File: src/rtl/snd_pkg.sv
// Shared types, widths and the output clamp used by the sound mix sequencer.
package snd_pkg;

  localparam int PCM_W     = 16;
  localparam int VOL_W     = 7;
  localparam int ACC_MAX_W = 20;  // widest accumulator: 16-bit samples summed over up to 8 sources
  localparam logic [PCM_W-1:0] PCM_MID = 16'h8000;

  localparam logic signed [ACC_MAX_W-1:0] SAT_HI = ACC_MAX_W'(32767);
  localparam logic signed [ACC_MAX_W-1:0] SAT_LO = -ACC_MAX_W'(32768);

  typedef enum logic [1:0] {
    IDLE,
    ACC,
    SAT
  } mix_state_t;

  function automatic logic [PCM_W-1:0] sat16(input logic signed [ACC_MAX_W-1:0] acc);
    if (acc > SAT_HI)      return 16'h7FFF;
    else if (acc < SAT_LO) return 16'h8000;
    else                   return acc[PCM_W-1:0];
  endfunction

endpackage

File: src/rtl/snd_vol_ramp.sv
// DAC volume ramp: moves one step toward the effective target every RAMP_DIV M2 ticks.
import snd_pkg::*;

module snd_vol_ramp #(
  parameter int RAMP_DIV = 64
) (
  input  logic             clk,
  input  logic             rst_n,
  input  logic             tick,
  input  logic [VOL_W-1:0] eff_target,
  output logic [VOL_W-1:0] volume,
  output logic             ramp_busy
);

  localparam int CNT_W = (RAMP_DIV > 1) ? $clog2(RAMP_DIV) : 1;
  localparam logic [CNT_W-1:0] CNT_LAST = CNT_W'(RAMP_DIV - 1);

  logic [CNT_W-1:0] cnt;

  // NOTE: sequential state is only ever assigned with <= so every flop samples pre-edge values.
  always_ff @(posedge clk or negedge rst_n) begin
    if (!rst_n) begin
      cnt    <= '0;
      volume <= '0;
    end else if (tick) begin
      if (cnt == CNT_LAST) begin
        cnt <= '0;
        // Direction is decided fresh at each step, so a mid-ramp target change never overshoots.
        if (volume < eff_target)      volume <= volume + VOL_W'(1);
        else if (volume > eff_target) volume <= volume - VOL_W'(1);
      end else begin
        cnt <= cnt + CNT_W'(1);
      end
    end
  end

  assign ramp_busy = (volume != eff_target);

endmodule

File: src/rtl/snd_mix_ctrl.sv
// Sound mix sequencer: latches per-source samples, sums enabled sources once per M2 fall
// through a single shared adder, clamps to 16 bits and emits offset-binary PCM plus a strobe.
import snd_pkg::*;

module snd_mix_ctrl #(
  parameter int N_SRC    = 4,
  parameter int RAMP_DIV = 64
) (
  input  logic                   clk,
  input  logic                   rst_n,
  input  logic                   m2,
  input  logic [16*N_SRC-1:0]    src_data,
  input  logic [N_SRC-1:0]       src_valid,
  input  logic [N_SRC-1:0]       src_en,
  input  logic [VOL_W-1:0]       vol_target,
  input  logic                   mute,
  output logic [PCM_W-1:0]       pcm_out,
  output logic                   pcm_strobe,
  output logic [VOL_W-1:0]       volume,
  output logic                   ramp_busy,
  output logic                   overrun
);

  localparam int ACC_W = 17 + $clog2(N_SRC);
  localparam int IDX_W = (N_SRC > 1) ? $clog2(N_SRC) : 1;
  localparam logic [IDX_W-1:0] IDX_LAST = IDX_W'(N_SRC - 1);

  logic [2:0]              m2_sync;
  logic                    tick;
  logic [PCM_W-1:0]        hold [N_SRC];
  mix_state_t              state;
  logic [IDX_W-1:0]        idx;
  logic signed [ACC_W-1:0] acc;
  logic signed [ACC_W-1:0] addend;
  logic [VOL_W-1:0]        eff_target;

  always_ff @(posedge clk or negedge rst_n) begin
    if (!rst_n) m2_sync <= '0;
    else        m2_sync <= {m2_sync[1:0], m2};
  end

  assign tick = (m2_sync[2:1] == 2'b10);

  // NOTE: sample storage is reset here because a freshly reset mixer must sum to silence.
  always_ff @(posedge clk or negedge rst_n) begin
    if (!rst_n) begin
      for (int i = 0; i < N_SRC; i++) hold[i] <= '0;
    end else begin
      for (int i = 0; i < N_SRC; i++)
        if (src_valid[i]) hold[i] <= src_data[16*i +: 16];
    end
  end

  // NOTE: every always_comb output gets a default first, so no path can infer a latch.
  always_comb begin
    addend = '0;
    if (src_en[idx]) addend = {{(ACC_W-PCM_W){hold[idx][PCM_W-1]}}, hold[idx]};
  end

  always_ff @(posedge clk or negedge rst_n) begin
    if (!rst_n) begin
      state      <= IDLE;
      idx        <= '0;
      acc        <= '0;
      pcm_out    <= PCM_MID;
      pcm_strobe <= 1'b0;
      overrun    <= 1'b0;
    end else begin
      pcm_strobe <= 1'b0;
      // Ticks arriving mid-mix are dropped, only flagged.
      if (tick && state != IDLE) overrun <= 1'b1;
      case (state)
        IDLE: begin
          if (tick) begin
            acc   <= '0;
            idx   <= '0;
            state <= ACC;
          end
        end
        ACC: begin
          acc <= acc + addend;
          idx <= idx + IDX_W'(1);
          if (idx == IDX_LAST) state <= SAT;
        end
        SAT: begin
          pcm_out    <= sat16(ACC_MAX_W'(acc)) ^ PCM_MID;
          pcm_strobe <= 1'b1;
          state      <= IDLE;
        end
        default: state <= IDLE;
      endcase
    end
  end

  assign eff_target = mute ? '0 : vol_target;

  snd_vol_ramp #(
    .RAMP_DIV (RAMP_DIV)
  ) u_vol_ramp (
    .clk        (clk),
    .rst_n      (rst_n),
    .tick       (tick),
    .eff_target (eff_target),
    .volume     (volume),
    .ramp_busy  (ramp_busy)
  );

endmodule

File: config.mk
export PLATFORM = sky130hd
export DESIGN_NAME = snd_mix_ctrl
export DESIGN_NICKNAME = d
export VERILOG_FILES = /design/src/rtl/snd_pkg.sv /design/src/rtl/snd_vol_ramp.sv /design/src/rtl/snd_mix_ctrl.sv
export SDC_FILE = /design/constraint.sdc
export NUM_CORES = 1
export LEC_CHECK = 0
export ABC_AREA = 1
export BUFFER_PORTS_ARGS = -buffer_cell sky130_fd_sc_hd__buf_2
export CORE_MARGIN = 10
export CORE_UTILIZATION = 37
export CTS_CLUSTER_DIAMETER = 50
export CTS_CLUSTER_SIZE = 14
export DETAILED_ROUTE_END_ITERATION = 10
export GPL_ROUTABILITY_DRIVEN = 0
export REMOVE_ABC_BUFFERS = 1
export SETUP_SLACK_MARGIN = 0.4
export SLEW_MARGIN = 30
export SYNTH_ARGS = -nofsm -noshare
export SYNTH_HDL_FRONTEND = slang
export SYNTH_SLANG_ARGS = --single-unit
File: constraint.sdc
create_clock -name clk -period 5.9 [get_ports clk]
set_clock_uncertainty 0.15 [all_clocks]
set_input_delay 1.18 -clock clk [delete_from_list [all_inputs] [get_ports clk]]
set_output_delay 1.18 -clock clk [all_outputs]
set_load 0.02 [all_outputs]
==> key figures <==
STA
  – Hold slack: 219 ps
  – Final hold violations: 0
  – Fin. max-slew vios: 0
  – RSZ-0062 raised after global routing: false
  – Fin crit period: roughly 3600 ps
  – Final setup margin: 2270 ps
  – Worst rel slew slack: 0.481
  – Final worst path period share: 0.615
  – Setup violators final: 0
  – Final TNS setup: 0 ps
  – Fmax: 275 MHz
  – Worst-Margin Slew: about 780 ps

Detailed routing
  – Via density per instance: about 4.8
  – Detailed-route wire length: ~18000 um
  – DRT Pass-1 Iters: 4
  – Per-cell routed wire length: 15.0 um
  – Starting DRT DRC Count: 341
  – Post-route DRC: 0
  – Via count: 5643
  – Final ANT Viol Nets: 0

Logic synthesis
  – Most instantiated cells after synthesis: 234 x nand2_1, 120 x dfrtp_1, 98 x inv_1, 97 x o21ai_0, 54 x a21oi_1
  – Library cells used by synthesis: 46
  – #FFs+latches synth: 121
  – Post-Syn Instances: around 830
  – Post-Synthesis Cell Area: 0.00677 mm2
  – Synth area leaders: dfrtp_1 44%, nand2_1 13%, o21ai_0 7.2%, ha_1 5.9%, inv_1 5.4%
  – Yosys Warn Count: 0
  – Most used DFF post-synth: dfrtp_1
  – Post-synth EDFFs: 0
  – Most frequent cell after synthesis: nand2_1
  – Register area share after synthesis: 0.448
  – Synth async-reset ratio: 1.00
  – Syn avg cell area: 8.11 um2
  – Yosys top cell area share: 0.444
  – Largest area contributor in the netlist: dfrtp_1

Clock network
  – Cts bufs inserted: 17
  – Clock Pin Slew Worst Setup and Hold Paths: 60 ps
  – Post CTS Setup Buffer Count: 0
  – Clk Latency, worst-skew pair: 430 ps
  – Root Buffer: clkbuf_16
  – Maximum buffer depth of the clock tree: 2
  – CTS tree: yes
  – Post_cts resized: 0
  – Clk sinks: approximately 120
  – Number of H-tree levels: 4
  – Hold Buf Count CTS: 0

GRT
  – First-pass GRT wire length: ~30000 um
  – Largest net degree at the start of global routing: 58
  – Vias in the first global route: roughly 5700
  – Gr ovfl total: 0
  – GR Util All Layers: 0.151
  – Initial antenna violation count: 0

Layout
  – Final cell count without fillers: 1179
  – Final Util: 0.450
  – Filler Cell Count: ~1800
  – Layout cells sized above 1: 0.215
  – Layout area overhead: 19.5%
  – N_diodes: 0
  – Final #Nets: ~1100
  – Cell area after layout: 0.00809 mm2

Critical path
  – Crit path kind: primary input to primary output
  – Crit end category: primary output
  – Crit path DAT: 2300 ps
  – Crit-path max FO: 6
  – Critical path data required time: 4570 ps
  – CP Launch Point: mute
  – Startpoint Class: primary input
  – R2R Path Start: idx[1]

Placement
  – Setup WS pre-CTS: 2160 ps
  – DP HPWL: 13300 um
  – DP Area: 0.00748 mm2
  – PortBufs: around 110
  – Post-placement cell count: roughly 1100

Hold path
  – Hold path start: m2_sync[0]
  – HP Class: register to register

Power
  – Pwr per Cell Area: approximately 500 mW/mm2
  – VDD IR-drop max: 0.254 mV
  – Overall power: 4.06 mW
  – Leakage power: between 4 and 5 nW

Die
  – Ports: 109
  – Die X: 155 um
  – Site Rows: about 50
  – Die Area: 0.0241 mm2
  – Core Footprint: 0.0180 mm2
  – Starting Density: 0.377
  – Die height: 155 um

Job
  – Total of max-cap violations: 0

Outcome
  – Status: completed
## logic make-up after synthesis
group | share of synthesized area
buffers and inverters | 0.0823
AND/OR/NAND/NOR | 0.205
AO/OA/AOI/OAI | 0.136
flip-flops | 0.448
XOR/XNOR | 0.0142
multiplexers | 0.0499
adder cells (fa/ha/maj) | 0.0651
## placed cells by master, fill, tap and decap left out, types with 7 or more instances in the layout
master	instances
ha_1	32
nand2_1	234
a21oi_1	54
mux2_2	30
xnor2_1	7
dfrtp_1	120
clkbuf_16	17
nand3_1	31
inv_1	98
buf_2	107
o21ai_0	97
nor2_1	45
## sequential cells by signal (all words and copies together) (netlist names)
signal,flops
u_vol_ramp.cnt,6
overrun,1
u_vol_ramp.volume,7
acc,19
pcm_out,16
m2_sync,3
hold,64
state,2
pcm_strobe,1
idx,2
## report_power, final
part / total (mW) / internal, mW / switching (mW)
combinational: 1.80 / 0.615 / 1.18
sequential: 1.18 / 1.02 / 0.163
clock: 1.09 / 0.642 / 0.447
## routing by layer
layer,vias up,track usage,part of all wire
li1,2906,-,-
met1,2587,0.195,0.46
met2,126,0.231,0.45
met3,24,0.0405,0.060
met4,0,0.0668,0.026
met5,-,0,0
## critical path: stages
cell	delay, ps
buf_2	100
inv_1	130
nand2_1	70
ha_1	290
nand2_1	70
nor2_1	160
nand3_1	120
buf_2	180
## layout make-up
cell class / count / area (um2) / area share
inverters: 106 / 415 / 0.0514
flip-flops and latches: 121 / 3030 / 0.375
well taps: 229 / 287 / 0.0354
multi-input cells: 580 / 3180 / 0.393
clock inverters: 15 / 184 / 0.0227
repair buffers: 111 / 566 / 0.0699
clock buffers: 17 / 425 / 0.0526
## final timing paths
| path | to | slack (ps) | depth (start not counted) |
|---|---|---|---|
| setup / recovery | ramp_busy | 2270 | 8 |
| hold reg to reg | m2_sync[1] | 220 | 0 |
| min in group asynchronous | hold[52] | 650 | 1 |
| hold / removal | m2_sync[1] | 220 | 0 |
| setup reg to reg | acc[12] | 2480 | 16 |
| max in group asynchronous | pcm_out[15] | 3930 | 2 |
Power figures use the tool's default switching activity.
